File: config.mk
export PLATFORM = sky130hd
export DESIGN_NAME = alu_issue_stage
export DESIGN_NICKNAME = d
export VERILOG_FILES = /design/src/rtl/alu_pkg.sv /design/src/rtl/alu_cmd_fifo.sv /design/src/rtl/alu_issue_stage.sv
export SDC_FILE = /design/constraint.sdc
export NUM_CORES = 1
export LEC_CHECK = 0
export CORE_MARGIN = 2
export CORE_UTILIZATION = 40
export CTS_BUF_LIST = sky130_fd_sc_hd__clkbuf_2
export CTS_CLUSTER_DIAMETER = 100
export DETAILED_ROUTE_END_ITERATION = 12
export PLACE_DENSITY = 0.61
export SLEW_MARGIN = 20
export SYNTH_ARGS = -nofsm -noshare
export SYNTH_HDL_FRONTEND = slang
export SYNTH_SLANG_ARGS = --single-unit
File: constraint.sdc
create_clock -name clk -period 3.4 [get_ports clk]
set_input_delay 0.34 -clock clk [delete_from_list [all_inputs] [get_ports clk]]
set_output_delay 0.34 -clock clk [all_outputs]
set_load 0.005 [all_outputs]
File: src/rtl/alu_pkg.sv
// Shared ALU definitions: opcodes, flag bit positions and default width.
package alu_pkg;

  // Default datapath width of the ALU and the issue stage.
  localparam int ALU_W = 32;

  localparam logic [3:0] ALU_OR   = 4'd0;
  localparam logic [3:0] ALU_AND  = 4'd1;
  localparam logic [3:0] ALU_NAND = 4'd2;
  localparam logic [3:0] ALU_NOR  = 4'd3;
  localparam logic [3:0] ALU_NOT  = 4'd4;
  localparam logic [3:0] ALU_XOR  = 4'd5;
  localparam logic [3:0] ALU_ADD  = 4'd6;
  localparam logic [3:0] ALU_SUB  = 4'd7;
  localparam logic [3:0] ALU_SHL  = 4'd8;
  localparam logic [3:0] ALU_SHR  = 4'd9;
  localparam logic [3:0] ALU_CMP  = 4'd10;
  localparam logic [3:0] ALU_LROT = 4'd11;
  localparam logic [3:0] ALU_RROT = 4'd12;

  localparam logic [3:0] ALU_OP_MAX = 4'd12;

  // Bit positions inside res_flags.
  localparam int FLG_CARRY = 0;
  localparam int FLG_NEG   = 1;
  localparam int FLG_ZERO  = 2;
  localparam int FLG_OVF   = 3;
  localparam int FLG_ILL   = 4;

  // True for opcodes above ALU_OP_MAX.
  function automatic logic op_illegal(input logic [3:0] op);
    return op > ALU_OP_MAX;
  endfunction

endpackage

File: src/rtl/alu_cmd_fifo.sv
// Synchronous command FIFO; head is the oldest entry, valid when count != 0.
module alu_cmd_fifo #(
  parameter int DEPTH = 4,
  parameter int DW    = 68
) (
  input  logic                     clk,
  input  logic                     rst,
  input  logic                     push,
  input  logic                     pop,
  input  logic [DW-1:0]            wdata,
  output logic [DW-1:0]            head,
  output logic [$clog2(DEPTH):0]   count,
  output logic                     full
);

  localparam int AW = $clog2(DEPTH);
  localparam int CW = AW + 1;
  localparam logic [CW-1:0] DEPTH_C = CW'(DEPTH);

  logic [DW-1:0] mem [DEPTH];
  logic [AW-1:0] wr_ptr;
  logic [AW-1:0] rd_ptr;

  assign head = mem[rd_ptr];
  assign full = (count == DEPTH_C);

  // Storage write; DEPTH is a power of two so pointers wrap naturally.
  always_ff @(posedge clk) begin
    if (push) mem[wr_ptr] <= wdata;
  end

  // Pointer and occupancy bookkeeping; push+pop leaves count unchanged.
  always_ff @(posedge clk) begin
    if (rst) begin
      wr_ptr <= '0;
      rd_ptr <= '0;
      count  <= '0;
    end else begin
      if (push) wr_ptr <= wr_ptr + 1'b1;
      if (pop)  rd_ptr <= rd_ptr + 1'b1;
      if (push && !pop)      count <= count + 1'b1;
      else if (pop && !push) count <= count - 1'b1;
    end
  end

endmodule

File: src/rtl/alu_issue_stage.sv
// Issue/retire stage around the combinational ALU: command FIFO in,
// registered result out, plus sticky overflow/carry status.
//
// Handshakes: a transfer happens on a rising edge where valid and ready are
// both high. cmd_ready depends only on registered occupancy. res_valid, once
// high, holds res_y/res_flags stable until res_ready is seen high.
module alu_issue_stage
  import alu_pkg::*;
#(
  parameter int DEPTH = 4,
  parameter int W     = ALU_W
) (
  input  logic                   clk,
  input  logic                   rst,
  input  logic                   cmd_valid,
  output logic                   cmd_ready,
  input  logic [3:0]             cmd_op,
  input  logic [W-1:0]           cmd_a,
  input  logic [W-1:0]           cmd_b,
  output logic [W-1:0]           alu_a,
  output logic [W-1:0]           alu_b,
  output logic [3:0]             alu_control,
  input  logic [W-1:0]           alu_y,
  input  logic                   alu_carry,
  input  logic                   alu_neg,
  input  logic                   alu_zero,
  input  logic                   alu_ovf,
  output logic                   res_valid,
  input  logic                   res_ready,
  output logic [W-1:0]           res_y,
  output logic [4:0]             res_flags,
  input  logic                   sticky_clr,
  output logic [1:0]             sticky,
  output logic [$clog2(DEPTH):0] fifo_count
);

  localparam int DW = 4 + 2 * W;

  logic          push;
  logic          cap;
  logic          full;
  logic          empty;
  logic          head_ill;
  logic [DW-1:0] head;
  logic [3:0]    head_op;
  logic [W-1:0]  head_a;
  logic [W-1:0]  head_b;

  alu_cmd_fifo #(
    .DEPTH (DEPTH),
    .DW    (DW)
  ) u_fifo (
    .clk   (clk),
    .rst   (rst),
    .push  (push),
    .pop   (cap),
    .wdata ({cmd_op, cmd_a, cmd_b}),
    .head  (head),
    .count (fifo_count),
    .full  (full)
  );

  assign {head_op, head_a, head_b} = head;

  assign empty     = (fifo_count == '0);
  assign cmd_ready = ~full;
  assign push      = cmd_valid & cmd_ready;
  // Capture whenever a command is waiting and the output slot is free or draining.
  assign cap       = ~empty & (~res_valid | res_ready);
  assign head_ill  = op_illegal(head_op);

  // Quiet ALU inputs while nothing is queued.
  assign alu_a       = empty ? '0 : head_a;
  assign alu_b       = empty ? '0 : head_b;
  assign alu_control = empty ? 4'd0 : head_op;

  // Output register: load on capture, drop valid when drained with nothing behind it.
  always_ff @(posedge clk) begin
    if (rst) begin
      res_valid <= 1'b0;
      res_y     <= '0;
      res_flags <= '0;
    end else if (cap) begin
      res_valid <= 1'b1;
      res_y     <= alu_y;
      res_flags <= {head_ill, alu_ovf, alu_zero, alu_neg, alu_carry};
    end else if (res_valid && res_ready) begin
      res_valid <= 1'b0;
    end
  end

  // Sticky status: a legal capture sets bits, clear applies first so set wins.
  always_ff @(posedge clk) begin
    if (rst) begin
      sticky <= 2'b00;
    end else begin
      sticky <= (sticky_clr ? 2'b00 : sticky)
              | ((cap && !head_ill) ? {alu_ovf, alu_carry} : 2'b00);
    end
  end

endmodule
After elaboration in Yosys (flattened, before gate mapping)

Memory sizes are Yosys's and may differ from the RTL's. A register that Yosys moved wholly into a read port is not among the register bits.
Index checks and enable logic that the tools add are counted.

Register bits: 47
Bits in latches: 0
Bits in writable memories: 272
ROM bits: 0
Bits of input ports: 109
Output and inout port bits: 112
Logic and storage cells: 44
Memories kept: 1

Memories:

| memory     | depth | bits a word | rd ports | clocked after memory_dff | write ports | line               | text |
|---|---|---|---|---|---|---|---|
| u_fifo.mem | 4     | 68          | 1        | 1                        | 1           | alu_cmd_fifo.sv:20 | `logic [DW-1:0] mem [DEPTH];` |

$add $sub $neg: 4
Multipliers: 0
Div/mod/pow operators: 0
Magnitude comparators: 1
Eq/ne operators: 1
Shift-type cells: 0
Mux-type cells: 13
Bitwise operators: 7
Reductions and logical operators: 10

Operator list:

| cell                                                                | number |
|---|---|
| 32-bit 2-to-1 mux                                                   | 2 |
| 2-bit 2-to-1 mux                                                    | 4 |
| 3-bit 2-to-1 mux                                                    | 2 |
| 2-bit by 1-bit adder with 2-bit output (second input constant)      | 2 |
| 4-bit > comparator (second input constant)                          | 1 |
| 1-bit logical AND                                                   | 4 |
| 1-bit 2-to-1 mux                                                    | 4 |
| 4-bit 2-to-1 mux                                                    | 1 |
| 2-bit nonzero test                                                  | 2 |
| 3-bit by 1-bit adder with 3-bit output (second input constant)      | 1 |
| 3-bit == test (second input constant)                               | 1 |
| 1-bit logical NOT                                                   | 3 |
| 3-bit logical NOT                                                   | 1 |
| 1-bit inverter                                                      | 3 |
| 3-bit by 1-bit subtractor with 3-bit output (second input constant) | 1 |
| 1-bit bitwise AND                                                   | 2 |
| 2-bit bitwise OR                                                    | 1 |
| 1-bit bitwise OR                                                    | 1 |

Longest topological paths before layout

Word-level depth: 7
Depth in mapped cells: 9
Depth with buffers taken out: 8

Cells and area by module

A second synthesis with hierarchy kept.

Cell total of the unflattened synthesis: 663
Area, all modules: 12335.6 µm²

Modules (own cells, without submodules):

| module          | instances | cells each | area an instance (µm²) | sequential area each (µm²) |
|---|---|---|---|---|
| alu_cmd_fifo    | 1         | 399        | 10259.8                | 8348.0 |
| alu_issue_stage | 1         | 264        | 2075.7                 | 800.8 |

Worst setup path before layout

Ideal clock, no wire load.

Path type: register to register
Start: reg u_fifo.count[0]
End: mem u_fifo.mem[0][0] (enable)
Setup time: 0.434 ns
Arrival time: 2.313 ns
Required time: 2.966 ns
Path slack: 0.654 ns
Cell stages (with the launch flop): 4
Buffers on the path: 0
Clock period less this slack: 2.746 ns
Cell sequence: dfxtp_1 -> nor3b_1 -> inv_2 -> and3_1

Cells in the longest elaborated chain, start to end: 5

RTL lines:

| what                                   | line                  | text |
|---|---|---|
| start: declaration                     | alu_cmd_fifo.sv:12    | `output logic [$clog2(DEPTH):0] count,` |
| start signal: assignment               | alu_cmd_fifo.sv:41    | `if (push && !pop) count <= count + 1'b1;` |
| start signal: assignment               | alu_cmd_fifo.sv:42    | `else if (pop && !push) count <= count - 1'b1;` |
| 3-bit == test                          | alu_cmd_fifo.sv:25    | `assign full = (count == DEPTH_C);` |
| 1-bit inverter                         | alu_issue_stage.sv:66 | `assign cmd_ready = ~full;` |
| named net cmd_ready                    | alu_issue_stage.sv:16 | `output logic cmd_ready,` |
| 1-bit bitwise AND                      | alu_issue_stage.sv:67 | `assign push = cmd_valid & cmd_ready;` |
| 1-bit 2-to-1 mux                       | alu_cmd_fifo.sv:29    | `if (push) mem[wr_ptr] <= wdata;` |
| 1-bit 2-to-1 mux (not written as such) | alu_cmd_fifo.sv:29    |  |
| end: declaration                       | alu_cmd_fifo.sv:20    |  |

The timed path passes the listed nets, and every way through them passes these cells.

Worst setup path in the final report

Start: reg u_fifo.count[1]
End: out alu_a[19]

Cells in the longest elaborated chain, start to end: 2

RTL lines:

| what              | line                  | text |
|---|---|---|
| 3-bit logical NOT | alu_issue_stage.sv:65 | `assign empty = (fifo_count == '0);` |
| 32-bit 2-to-1 mux | alu_issue_stage.sv:73 | `assign alu_a = empty ? '0 : head_a;` |
| end: declaration  | alu_issue_stage.sv:20 | `output logic [W-1:0] alu_a,` |

No other way between the ends.

==> impl_metrics.prom <==
# TYPE chip_impl_metric gauge
chip_impl_info{name="status",value="complete, no violations"} 1
chip_impl_metric{name="drt_first_pass_iters",unit=""} 4
chip_impl_metric{name="initial_core_util",unit="%"} 40.3
chip_impl_metric{name="synthesis_stage_register_bit_count",unit=""} 321
chip_impl_metric{name="period_share",unit="%"} 92.3
chip_impl_metric{name="grt_use_total",unit="%"} 16.8
chip_impl_metric{name="detailedPlace.worstSlack",unit="ps"} 787
chip_impl_metric{name="worstMarginPinSlew",unit="ps"} 665
chip_impl_metric{name="grt_antenna_before_repair",unit=""} 3
chip_impl_metric{name="maxSlewViolCount",unit=""} 0
chip_impl_metric{name="synth_enable_flop_cells",unit=""} 272
chip_impl_info{name="rr_startpoint",value="u_fifo.count[1]"} 1
chip_impl_metric{name="coreArea",unit="µm²"} 30400
chip_impl_metric{name="setup.reg_to_reg.worst_slack",unit="ps"} 560
chip_impl_metric{name="share_of_post_route_cells_with_drive_strength_above_1",unit="%"} 22.2
chip_impl_metric{name="post-synth-top-area-fraction",unit="%"} 66.6
chip_impl_metric{name="skew",unit="ps"} 52.2
chip_impl_info{name="synth_largest_area_cell",value="edfxtp_1"} 1
chip_impl_metric{name="postSynthNetCount",unit=""} 779
chip_impl_info{name="synth-main-ff-cell",value="edfxtp_1"} 1
chip_impl_metric{name="syn_warnings",unit=""} 0
chip_impl_metric{name="worst_ep_required_time",unit="ps"} 3060
chip_impl_metric{name="post_synthesis_sequential_area_ratio",unit="%"} 74.6
chip_impl_metric{name="drv.max_cap_violation_count",unit=""} 0
chip_impl_metric{name="slew_headroom",unit="%"} 55.4
chip_impl_metric{name="timing.critical_path.arrival",unit="ps"} 2800
chip_impl_metric{name="met2_length",unit="mm"} 13.0
chip_impl_metric{name="first_global_vias",unit=""} 7471
chip_impl_metric{name="placed_area",unit="µm²"} 15000
chip_impl_metric{name="initialDrtViolationCount",unit=""} 393
chip_impl_info{name="cts_root_buffer",value="clkbuf_2"} 1
chip_impl_metric{name="finish.instance_area",unit="µm²"} 15900
chip_impl_info{name="min_from",value="alu_y[9]"} 1
chip_impl_metric{name="grt.overflow.total",unit=""} 0
chip_impl_metric{name="cts.htree.levels",unit=""} 3
chip_impl_metric{name="port_buffers",unit=""} 220
chip_impl_metric{name="number_of_buffers_created_by_cts",unit=""} 82
chip_impl_metric{name="power_density_over_the_cells",unit="nW/µm²"} 716
chip_impl_metric{name="route.detailed.vias_per_inst",unit=""} 4.99
chip_impl_metric{name="clk_path_buf_depth",unit=""} 3
chip_impl_info{name="tritoncts_clock_tree",value="yes"} 1
chip_impl_metric{name="ant_nets",unit=""} 0
chip_impl_metric{name="numClockSinks",unit=""} 321
chip_impl_metric{name="io_pins",unit=""} 221
chip_impl_metric{name="finalCoreUtilization",unit="%"} 52.4
chip_impl_info{name="post-synth-top-count-cell",value="edfxtp_1"} 1
chip_impl_info{name="routed.top_layer",value="met4"} 1
chip_impl_metric{name="design.final.nets",unit=""} 1076
chip_impl_info{name="rr_endpoint",value="u_fifo.count[2]"} 1
chip_impl_metric{name="max_freq",unit="MHz"} 319
chip_impl_metric{name="post-cts-setup-buffer-count",unit=""} 0
chip_impl_info{name="cp_cell_sequence",value="or3_4, buf_4, and2_1, clkdlybuf4s50_1"} 1
chip_impl_metric{name="syn_to_final_growth",unit="%"} 29.9
chip_impl_metric{name="postSynthAreaPerCell",unit="µm²"} 18.5
chip_impl_metric{name="synth_cell_type_count",unit=""} 32
chip_impl_metric{name="worst_ir_drop_vdd",unit="µV"} 321
chip_impl_metric{name="wire_per_inst",unit="µm"} 19.2
chip_impl_info{name="rsz0062_at_grt",value="no"} 1
chip_impl_info{name="cp-end-kind",value="output port"} 1
chip_impl_metric{name="wl_met1",unit="mm"} 11.6
chip_impl_metric{name="netlist_area",unit="µm²"} 12300
chip_impl_metric{name="fin_ws",unit="ps"} 262
chip_impl_info{name="timing.hold.worst.class",value="primary input to flop"} 1
chip_impl_metric{name="pin_count_of_the_biggest_net_entering_global_routing",unit=""} 69
chip_impl_info{name="critical_path.slowest_cell",value="dfxtp_1"} 1
chip_impl_metric{name="worst_setup_hold_path_clk_slew",unit="ps"} 100
chip_impl_metric{name="power_leakage",unit="µW"} 0.00535
chip_impl_metric{name="clk-insertion-delay-late",unit="ps"} 850
chip_impl_metric{name="timing.final.setup_violations",unit=""} 0
chip_impl_metric{name="die_w",unit="µm"} 179
chip_impl_metric{name="rr_worst_depth",unit=""} 8
chip_impl_metric{name="timing.final.crit_period",unit="ps"} 3140
chip_impl_metric{name="globalplace.congestion",unit=""} 0.745
chip_impl_info{name="synth.area.top_cells",value="edfxtp_1, mux4_2, dfxtp_1"} 1
chip_impl_metric{name="num_vias",unit=""} 7105
chip_impl_metric{name="synth_async_sr_flop_share",unit="%"} 0
chip_impl_metric{name="worst_path_largest_cell_delay",unit="ps"} 590
chip_impl_info{name="startpoint_type",value="flop"} 1
chip_impl_info{name="criticalPathCategory",value="flop to output port"} 1
chip_impl_metric{name="routed_wirelength",unit="mm"} 27.3
chip_impl_metric{name="hold_viol",unit=""} 0
chip_impl_metric{name="syn-instance-count",unit=""} 664
chip_impl_metric{name="p_total",unit="µW"} 11400
chip_impl_metric{name="drc",unit=""} 0
chip_impl_metric{name="die_h",unit="µm"} 179
chip_impl_metric{name="dp_hpwl",unit="mm"} 16.0
chip_impl_metric{name="wire_length_of_the_first_global_routing_pass",unit="mm"} 40.8
chip_impl_metric{name="worst_hold_path_depth",unit=""} 3
chip_impl_metric{name="worst-path-max-fanout",unit=""} 34
chip_impl_metric{name="floorplan.die_area",unit="µm²"} 32100
chip_impl_metric{name="row_count",unit=""} 64
chip_impl_info{name="synth_top_cells_by_count",value="edfxtp_1, and2_1, mux4_2"} 1
chip_impl_info{name="min_to",value="res_y[9]"} 1
chip_impl_metric{name="setup-tns-final",unit="ps"} 0
chip_impl_metric{name="dr_wl_met3",unit="mm"} 2.19
cell type report:
type / instances / area [µm²]
diodes: 4 / 10.0
flip-flops and latches: 321 / 9160
multi-input cells: 293 / 2900
clock buffers: 117 / 586
well taps: 396 / 495
clock inverters: 29 / 150
fillers: 2559 / 14500
inverters: 8 / 30.0
repair buffers: 255 / 2610
worst max-delay path by stage:
stage | from | endpoint | cells past startpoint
global placement | u_fifo.count[0] | u_fifo.count[2] | 8
detailed placement | u_fifo.count[0] | u_fifo.count[2] | 8
global route | u_fifo.count[1] | alu_a[19] | 4
floorplan | u_fifo.count[0] | u_fifo.mem[0][0] | 3
finish | u_fifo.count[1] | alu_a[19] | 4
CTS | flop | alu_control[0] | 4
metrics by stage:
step	std cells	hold slack, ps
2_1_floorplan	664	439
3_3_place_gp	1252	460
3_5_place_dp	1252	461
4_1_cts	1416	4.57
5_1_grt	1421	21.2
6_report	1423	108
per-layer routing:
metal,global-route usage (%),vias to the layer above
li1,-,3277
met4,6.05,0
met5,0,-
met3,5.28,44
met1,21.4,3524
met2,27.3,260
where the power goes:
part	internal [µW]	switching (µW)	total (µW)
registers	4720	196	4910
clock network	1010	1480	2490
logic	2270	1750	4020
total	7990	3420	11400
critical path: cells and delay by family, from the launching register on:
kind / cells / cell delay (ps)
and+or+nand+nor: 2 / 550
buffers and inverters: 2 / 850
DFF: 1 / 590
sequential cells by signal, summed over array words and instances, names as in the netlist, named ones only:
name           flops
u_fifo.rd_ptr      2
res_valid          1
res_flags          5
u_fifo.mem       272
res_y             32
u_fifo.wr_ptr      2
sticky             2
u_fifo.count       3
placed cells by master, fill, tap and decap left out, types with 2 or more instances in the layout:
cell             count
a21oi_1             43
and2_1              68
and3_4               4
buf_12               5
buf_4               10
clkbuf_2           117
clkdlybuf4s50_1    220
clkinv_1            21
clkinv_4             2
dfxtp_1             46
dfxtp_4              2
diode_2              4
dlygate4sd3_1       18
edfxtp_1           272
ha_1                 5
inv_1                7
inv_2                4
mux4_2              68
nand3_1             39
nor2_1               3
o21ai_0             29
o21ai_1             11
o41ai_2              2
or3_2                2
or3b_2               2
xor2_1               2
cells by family after synthesis:
| family | after synthesis | synth area share [%] |
|---|---|---|
| muxes | 69 | 12.6 |
| buffers and inverters | 52 | 2.18 |
| xor gates and xnor gates | 2 | 0.143 |
| AOI/OAI and AO/OA | 88 | 3.87 |
| and+or+nand+nor | 126 | 5.99 |
| DFF | 321 | 74.6 |
| adders and majority gates | 6 | 0.673 |
repair_timing:
item                                   4_1_cts  5_1_grt
gates cloned                                 1        2
endpoints found under the hold margin       17        1
resized for setup                            1        1
hold buffers                                17        1
pin swaps                                    1        1
setup endpoints to repair                   24       56
Power figures use the tool's default switching activity.
